`src/rtl/rgb_pwm_driver.sv`:
```
// rgb_pwm_driver: three-channel 8-bit PWM LED driver with frame-synchronous colour capture.
// Define RGB_PWM_GAMMA_EN to map each channel through a squared-law duty curve.
module rgb_pwm_driver #(
  parameter int unsigned PRESCALE = 4
) (
  input  logic        clk,
  input  logic        rst,
  input  logic        enable,
  input  logic [23:0] light,
  output logic        led_r,
  output logic        led_g,
  output logic        led_b,
  output logic        frame_start
);
  localparam logic [15:0] P_LAST = 16'(PRESCALE - 1);
  typedef enum logic {IDLE, RUN} state_t;
  state_t      state_q;
  logic [15:0] p_q, p_d;
  logic [7:0]  cnt_q, cnt_d;
  logic [7:0]  sh_r_q, sh_g_q, sh_b_q;
  logic [7:0]  duty_r, duty_g, duty_b;
  logic        led_r_q, led_g_q, led_b_q, fs_q;
  logic        tick, wrap;
`ifdef RGB_PWM_GAMMA_EN
  function automatic logic [7:0] gamma(input logic [7:0] c);
    logic [15:0] sq;
    sq = {8'd0, c} * {8'd0, c};
    return (c == 8'hFF) ? 8'hFF : sq[15:8];
  endfunction
  assign duty_r = gamma(sh_r_q);
  assign duty_g = gamma(sh_g_q);
  assign duty_b = gamma(sh_b_q);
`else
  assign duty_r = sh_r_q;
  assign duty_g = sh_g_q;
  assign duty_b = sh_b_q;
`endif
  // The counter stops at 254 so a duty of 255 stays on for the whole frame.
  assign tick  = p_q == P_LAST;
  assign wrap  = tick && cnt_q == 8'd254;
  assign p_d   = tick ? 16'd0 : p_q + 16'd1;
  assign cnt_d = wrap ? 8'd0 : cnt_q + {7'd0, tick};
  always_ff @(posedge clk or negedge rst)
    if (!rst) begin
      state_q <= IDLE;
      p_q     <= '0;
      cnt_q   <= '0;
      sh_r_q  <= '0;
      sh_g_q  <= '0;
      sh_b_q  <= '0;
      led_r_q <= 1'b0;
      led_g_q <= 1'b0;
      led_b_q <= 1'b0;
      fs_q    <= 1'b0;
    end else if (state_q == IDLE) begin
      p_q     <= '0;
      cnt_q   <= '0;
      led_r_q <= 1'b0;
      led_g_q <= 1'b0;
      led_b_q <= 1'b0;
      fs_q    <= enable;
      if (enable) begin
        state_q <= RUN;
        {sh_r_q, sh_g_q, sh_b_q} <= light;
      end
    end else if (!enable) begin
      state_q <= IDLE;
      p_q     <= '0;
      cnt_q   <= '0;
      led_r_q <= 1'b0;
      led_g_q <= 1'b0;
      led_b_q <= 1'b0;
      fs_q    <= 1'b0;
    end else begin
      p_q     <= p_d;
      cnt_q   <= cnt_d;
      led_r_q <= cnt_q < duty_r;
      led_g_q <= cnt_q < duty_g;
      led_b_q <= cnt_q < duty_b;
      fs_q    <= wrap;
      if (wrap) {sh_r_q, sh_g_q, sh_b_q} <= light;
    end
  assign led_r       = led_r_q;
  assign led_g       = led_g_q;
  assign led_b       = led_b_q;
  assign frame_start = fs_q;
endmodule

```
`config.mk`:
```
export PLATFORM = sky130hd
export DESIGN_NAME = rgb_pwm_driver
export DESIGN_NICKNAME = d
export VERILOG_FILES = /design/src/rtl/rgb_pwm_driver.sv
export SDC_FILE = /design/constraint.sdc
export NUM_CORES = 1
export LEC_CHECK = 0
export CORE_MARGIN = 2
export CORE_UTILIZATION = 65
export CTS_BUF_LIST = sky130_fd_sc_hd__clkbuf_4
export DETAILED_ROUTE_END_ITERATION = 6
export GPL_ROUTABILITY_DRIVEN = 0
export PLACE_DENSITY = 0.93
export SYNTH_ARGS = -nofsm -noshare
export SYNTH_HDL_FRONTEND = slang
export SYNTH_SLANG_ARGS = --single-unit
```
`constraint.sdc`:
```
create_clock -name clk -period 5.3 [get_ports clk]
set_input_delay 0.795 -clock clk [delete_from_list [all_inputs] [get_ports clk]]
set_output_delay 0.795 -clock clk [all_outputs]
set_load 0.02 [all_outputs]
```
# After elaboration in Yosys (flattened, before gate mapping)
# Index checks and enable logic that the tools add are counted.
[classes] n_addsub=2 reduce_logical=2 mux=27 eq_ne=3 magnitude_cmp=3
[ops] operator="$mux 8" n=15
[ops] operator="$mux 16" n=3
[ops] operator="$lt 8x8->1" n=3
[ops] operator="$add 16x1->16 const B" n=1
[ops] operator="$eq 16x2->1 const B" n=1
[ops] operator="$mux 1" n=9
[ops] operator="$add 8x1->8" n=1
[ops] operator="$eq 8x8->1 const B" n=1
[ops] operator="$ne 2x1->1 const B" n=1
[ops] operator="$reduce_and 2->1" n=1
[ops] operator="$logic_and 1x1->1" n=1
[totals] ff_bits=53 wordCells=47

# Longest topological paths before layout
[depth] ltp_word=5 mapped_depth=10 ltp_nobuf=9

# Worst setup path after synthesis
# Ideal clock, no wire load.
[synth_timing] path_kind="register to register" start="register p_q[0]" end="register cnt_q[6]" setup_time_ps=141 slack_ps=3221 arrival_ps=1938 stages_incl_launch_ff=11 period_less_slack_ps=2079 path_buffers=1 path_cell_list="dfrtp_1 ha_1 nor4b_1 nand2_1 clkbuf_1 nor2_1 ha_1 ha_1 nand3_1 xnor2_1 nor2_1"
[synth_between] elab_chain_cells=5 elab_cells_between_ends=6 classes_between="add/sub: 1; eq/ne: 1; mux: 3; reduce/logical: 1"
[synth_rtl] element="start, declared" line_no="18" rtl="logic [15:0] p_q, p_d;"
[synth_rtl] element="start signal, assigned" line_no="75" rtl="p_q <= p_d;"
[synth_rtl] element="$eq 16x2->1 (*)" line_no="39" rtl="assign tick = p_q == P_LAST;"
[synth_rtl] element="$add 8x1->8 or $logic_and 1x1->1 (tied branches)" line_no="42, 40"
[synth_rtl] element="$mux 8 (*)" line_no="42" rtl="assign cnt_d = wrap ? 8'd0 : cnt_q + {7'd0, tick};"
[synth_rtl] element="$mux 8 (*)" line_no="66" rtl="end else if (!enable) begin"
[synth_rtl] element="$mux 8 (*)" line_no="55" rtl="end else if (state_q == IDLE) begin"
[synth_rtl] element="end signal, assigned" line_no="76" rtl="cnt_q <= cnt_d;"
[synth_rtl] element="end, declared" line_no="19" rtl="logic [7:0] cnt_q, cnt_d;"
# Every way passes the cells marked *; elsewhere a longest branch is shown, timed or not.
# A chain may end at the register's enable or synchronous reset.

# Worst setup path in the final report
[layout_timing] start="input port enable" end="register sh_r_q[4] (netlist: duty_r[4])"
[layout_between] elab_chain_cells=1
[layout_rtl] element="start, declared" line_no="8" rtl="input logic enable,"
[layout_rtl] element="$reduce_and 2->1 (no source line)"
[layout_rtl] element="end signal, assigned" line_no="64" rtl="{sh_r_q, sh_g_q, sh_b_q} <= light;"
[layout_rtl] element="end signal, assigned" line_no="81" rtl="if (wrap) {sh_r_q, sh_g_q, sh_b_q} <= light;"
[layout_rtl] element="end, declared" line_no="20" rtl="logic [7:0] sh_r_q, sh_g_q, sh_b_q;"
# Every way passes these cells.

==> impl_metrics.ini <==
[run_status]
outcome = finished clean

[drt]
first_pass_iters = 6
via_per_inst = 6.60
finalWirelength_mm = 8.41
wl_per_cell_um = 17.8
num_vias = 3122
ant_nets = 0
route.detailed.drc = 0
drt-initial-drc-count = 444

[clock_network]
cts_tree = done
clk_pin_slew_ns = 0.15
postCtsSetupBuffers = 0
cts-root-buf = clkbuf_4
htree_levels = 2
cts_buffer_depth = 2
cts_buffers = 5
cts.hold.buffers_added = 0
cts_resized = 0
clock-sinks = 53
clock_latency_ns = 0.38

[yosys]
synth_seq_area_share_pct = 38.2
synth_area_leaders = dfrtp_1 38%, ha_1 8.6%, a222oi_1 6.9%, or4_1 5.2%, nand3_1 4.6%
synthesis.area_um2 = 3470
ys_ff_latch = 53
synthesis.nets = 440
synth_warnings = 0
syn_inst = 389
yosysUniqueCellTypes = 33
synth_top_area_share_pct = 38.2
yosysTopAreaCell = dfrtp_1
syn_area_per_cell_um2 = 8.93

[power_and_ir_drop]
p_leak_nw = 1.72
seq_power_share_pct = 58.9
p_sw_share_pct = 28.2
pwr-share-clk_pct = 24.1
vdd_ir_drop_max_mv = 0.152
p_int_mw = 0.537
power_frac_comb_pct = 17.0
power_density_nw_per_um2 = 196
net-switching-power_mw = 0.211

[setup_path]
crit_family = buffers and inverters
path_buf_inv = 4
end_kind = flip-flop
cpPeakStageDelay_ns = 0.67
cpMostUsedCell = buf_4
crit_chain = clkdlybuf4s50_1, buf_4, inv_2, nor2_1, buf_4, a222oi_1, nand3_1
crit_slowest_cell = nor2_1
crit_required_ns = 5.63
cp_max_fo = 28
startpoint_type = input pin
path_class = in2reg
critPathArrivalTime_ns = 3.13

[cells_and_area]
drive_above_1_share_pct = 3.97
area_delta_synth_final_pct = 9.73
n_antenna_cell = 0
final_common_cell = dfrtp_1
layout.nets = 454
final_cell_mix = 53 x dfrtp_1, 32 x nand3_1, 31 x nand2_1, 30 x o21ai_0, 29 x clkdlybuf4s50_1
fillers = 398

[floorplanning]
dieArea_um2 = 5940
core_area_um2 = 5140
initial_core_util_pct = 67.6
die_w_um = 77.1
pin_count = 31
rows = 26
fp.dieH_um = 77.1

[placed_design]
pre_cts_ws_ns = 2.16
place_hpwl_mm = 5.63
numPortBuffers = 30

[timing]
fin_crit_sh_pct = 52.9
layout_setup_ws_ns = 2.50
tns_ns = 0
min_period_ns = 2.80
rsz0062_at_grt = false
hold_viol = 0
slew_viol_final = 0
relSlewSlack_pct = 44.8
fin_skew_ns = 0.0174
setup_viol = 0
fmax_ghz = 0.357
tightest_slew_ns = 0.828

[global_route]
grt_max_degree = 54
antenna_found_initial = 0
grt-ovfl-total = 0
grtUsageMet2_pct = 52.5
grt_pass1_wl_mm = 14.1
grt_pass1_vias = 3009
grt-busiest-layer = met2
met3_usage_pct = 4.82
grt.total_usage_pct = 29.5
use_met1_pct = 36.5

[run]
cap_violations = 0

[hold_path]
hold_path_class = in2async
flip-flops by register name (all words and copies together) (netlist names), 8 cells and up:
name and cells:
cnt_q 8, p_q 16, duty_b 8, duty_g 8
duty_r 8
kinds of logic after synthesis:
family,Yosys count,synth area share (%)
AOI/OAI and AO/OA,72,15.4
xor gates and xnor gates,20,5.05
adders and majority gates,24,8.65
buffers and inverters,54,6.59
DFF,53,38.2
and+or+nand+nor,166,26.1
path summary, 6_finish.rpt:
path | start | endpoint | slack (ns) | depth (start not counted)
worst max register to register | p_q[0] | cnt_q[6] | 2.85 | 10
min in group clk | p_q[0] | p_q[0] | 0.53 | 1
max in group asynchronous | rst | p_q[10] | 4.32 | 2
worst max-delay path | enable | duty_r[4] | 2.50 | 7
worst min register to register | p_q[0] | p_q[0] | 0.53 | 1
worst min-delay path | rst | cnt_q[2] | 0.51 | 2
synthesized netlist by cell type:
library cell,number
a211o_1,3
a211oi_1,6
a21oi_1,1
a222oi_1,24
a41oi_1,3
and2_1,25
and3_1,2
and4_1,6
buf_1,1
buf_2,3
buf_6,3
clkbuf_1,21
dfrtp_1,53
ha_1,24
inv_1,25
inv_2,1
nand2_1,31
nand2b_1,6
nand3_1,32
nand4_1,7
nor2_1,26
nor3_1,2
nor4_1,2
nor4b_1,1
o21ai_0,30
o21ai_1,3
o21bai_2,1
o311ai_2,1
or3_1,1
or4_1,24
or4_4,1
xnor2_1,5
xor2_1,15
per-stage QoR:
stage / hold WS [ns] / util [%] / cell area (um^2) / total power [mW] / std cells
floorplan: 0.462 / - / 3470 / 0.516 / 389
global placement: 0.484 / 73.2 / 3760 / 0.565 / 466
detailed placement: 0.503 / 73.2 / 3760 / 0.573 / 466
CTS: 0.524 / 74.1 / 3810 / 0.743 / 473
global route: 0.547 / 74.1 / 3810 / 0.778 / 473
finish: 0.512 / 74.1 / 3810 / 0.748 / 473
power groups by stage:
stage | clock (mW) | sequential [mW] | combinational [mW]
3_3_place_gp | 0 | 0.446 | 0.119
6_report | 0.180 | 0.441 | 0.127
4_1_cts | 0.177 | 0.440 | 0.127
2_1_floorplan | 0 | 0.442 | 0.0748
3_5_place_dp | 0 | 0.448 | 0.126
5_1_grt | 0.193 | 0.443 | 0.142
layout make-up:
cell class                      count  area, um^2  share of cell area [%]
Clock inverter                      1        3.75                  0.0985
Multi-Input combinational cell    282        1920                    50.3
Sequential cell                    53        1330                    34.8
Tap cell                           70        87.6                    2.30
Timing Repair Buffer               35         333                    8.74
Inverter                           26        97.6                    2.56
Clock buffer                        6        45.0                    1.18
routing by layer:
layer  routed length (um)  share of wire [%]
met1                 3520                 42
met2                 4310                 51
met3                  476                5.7
met4                  115                1.4
met5                    0                  0
No activity file was read; power rests on OpenSTA's default activity.
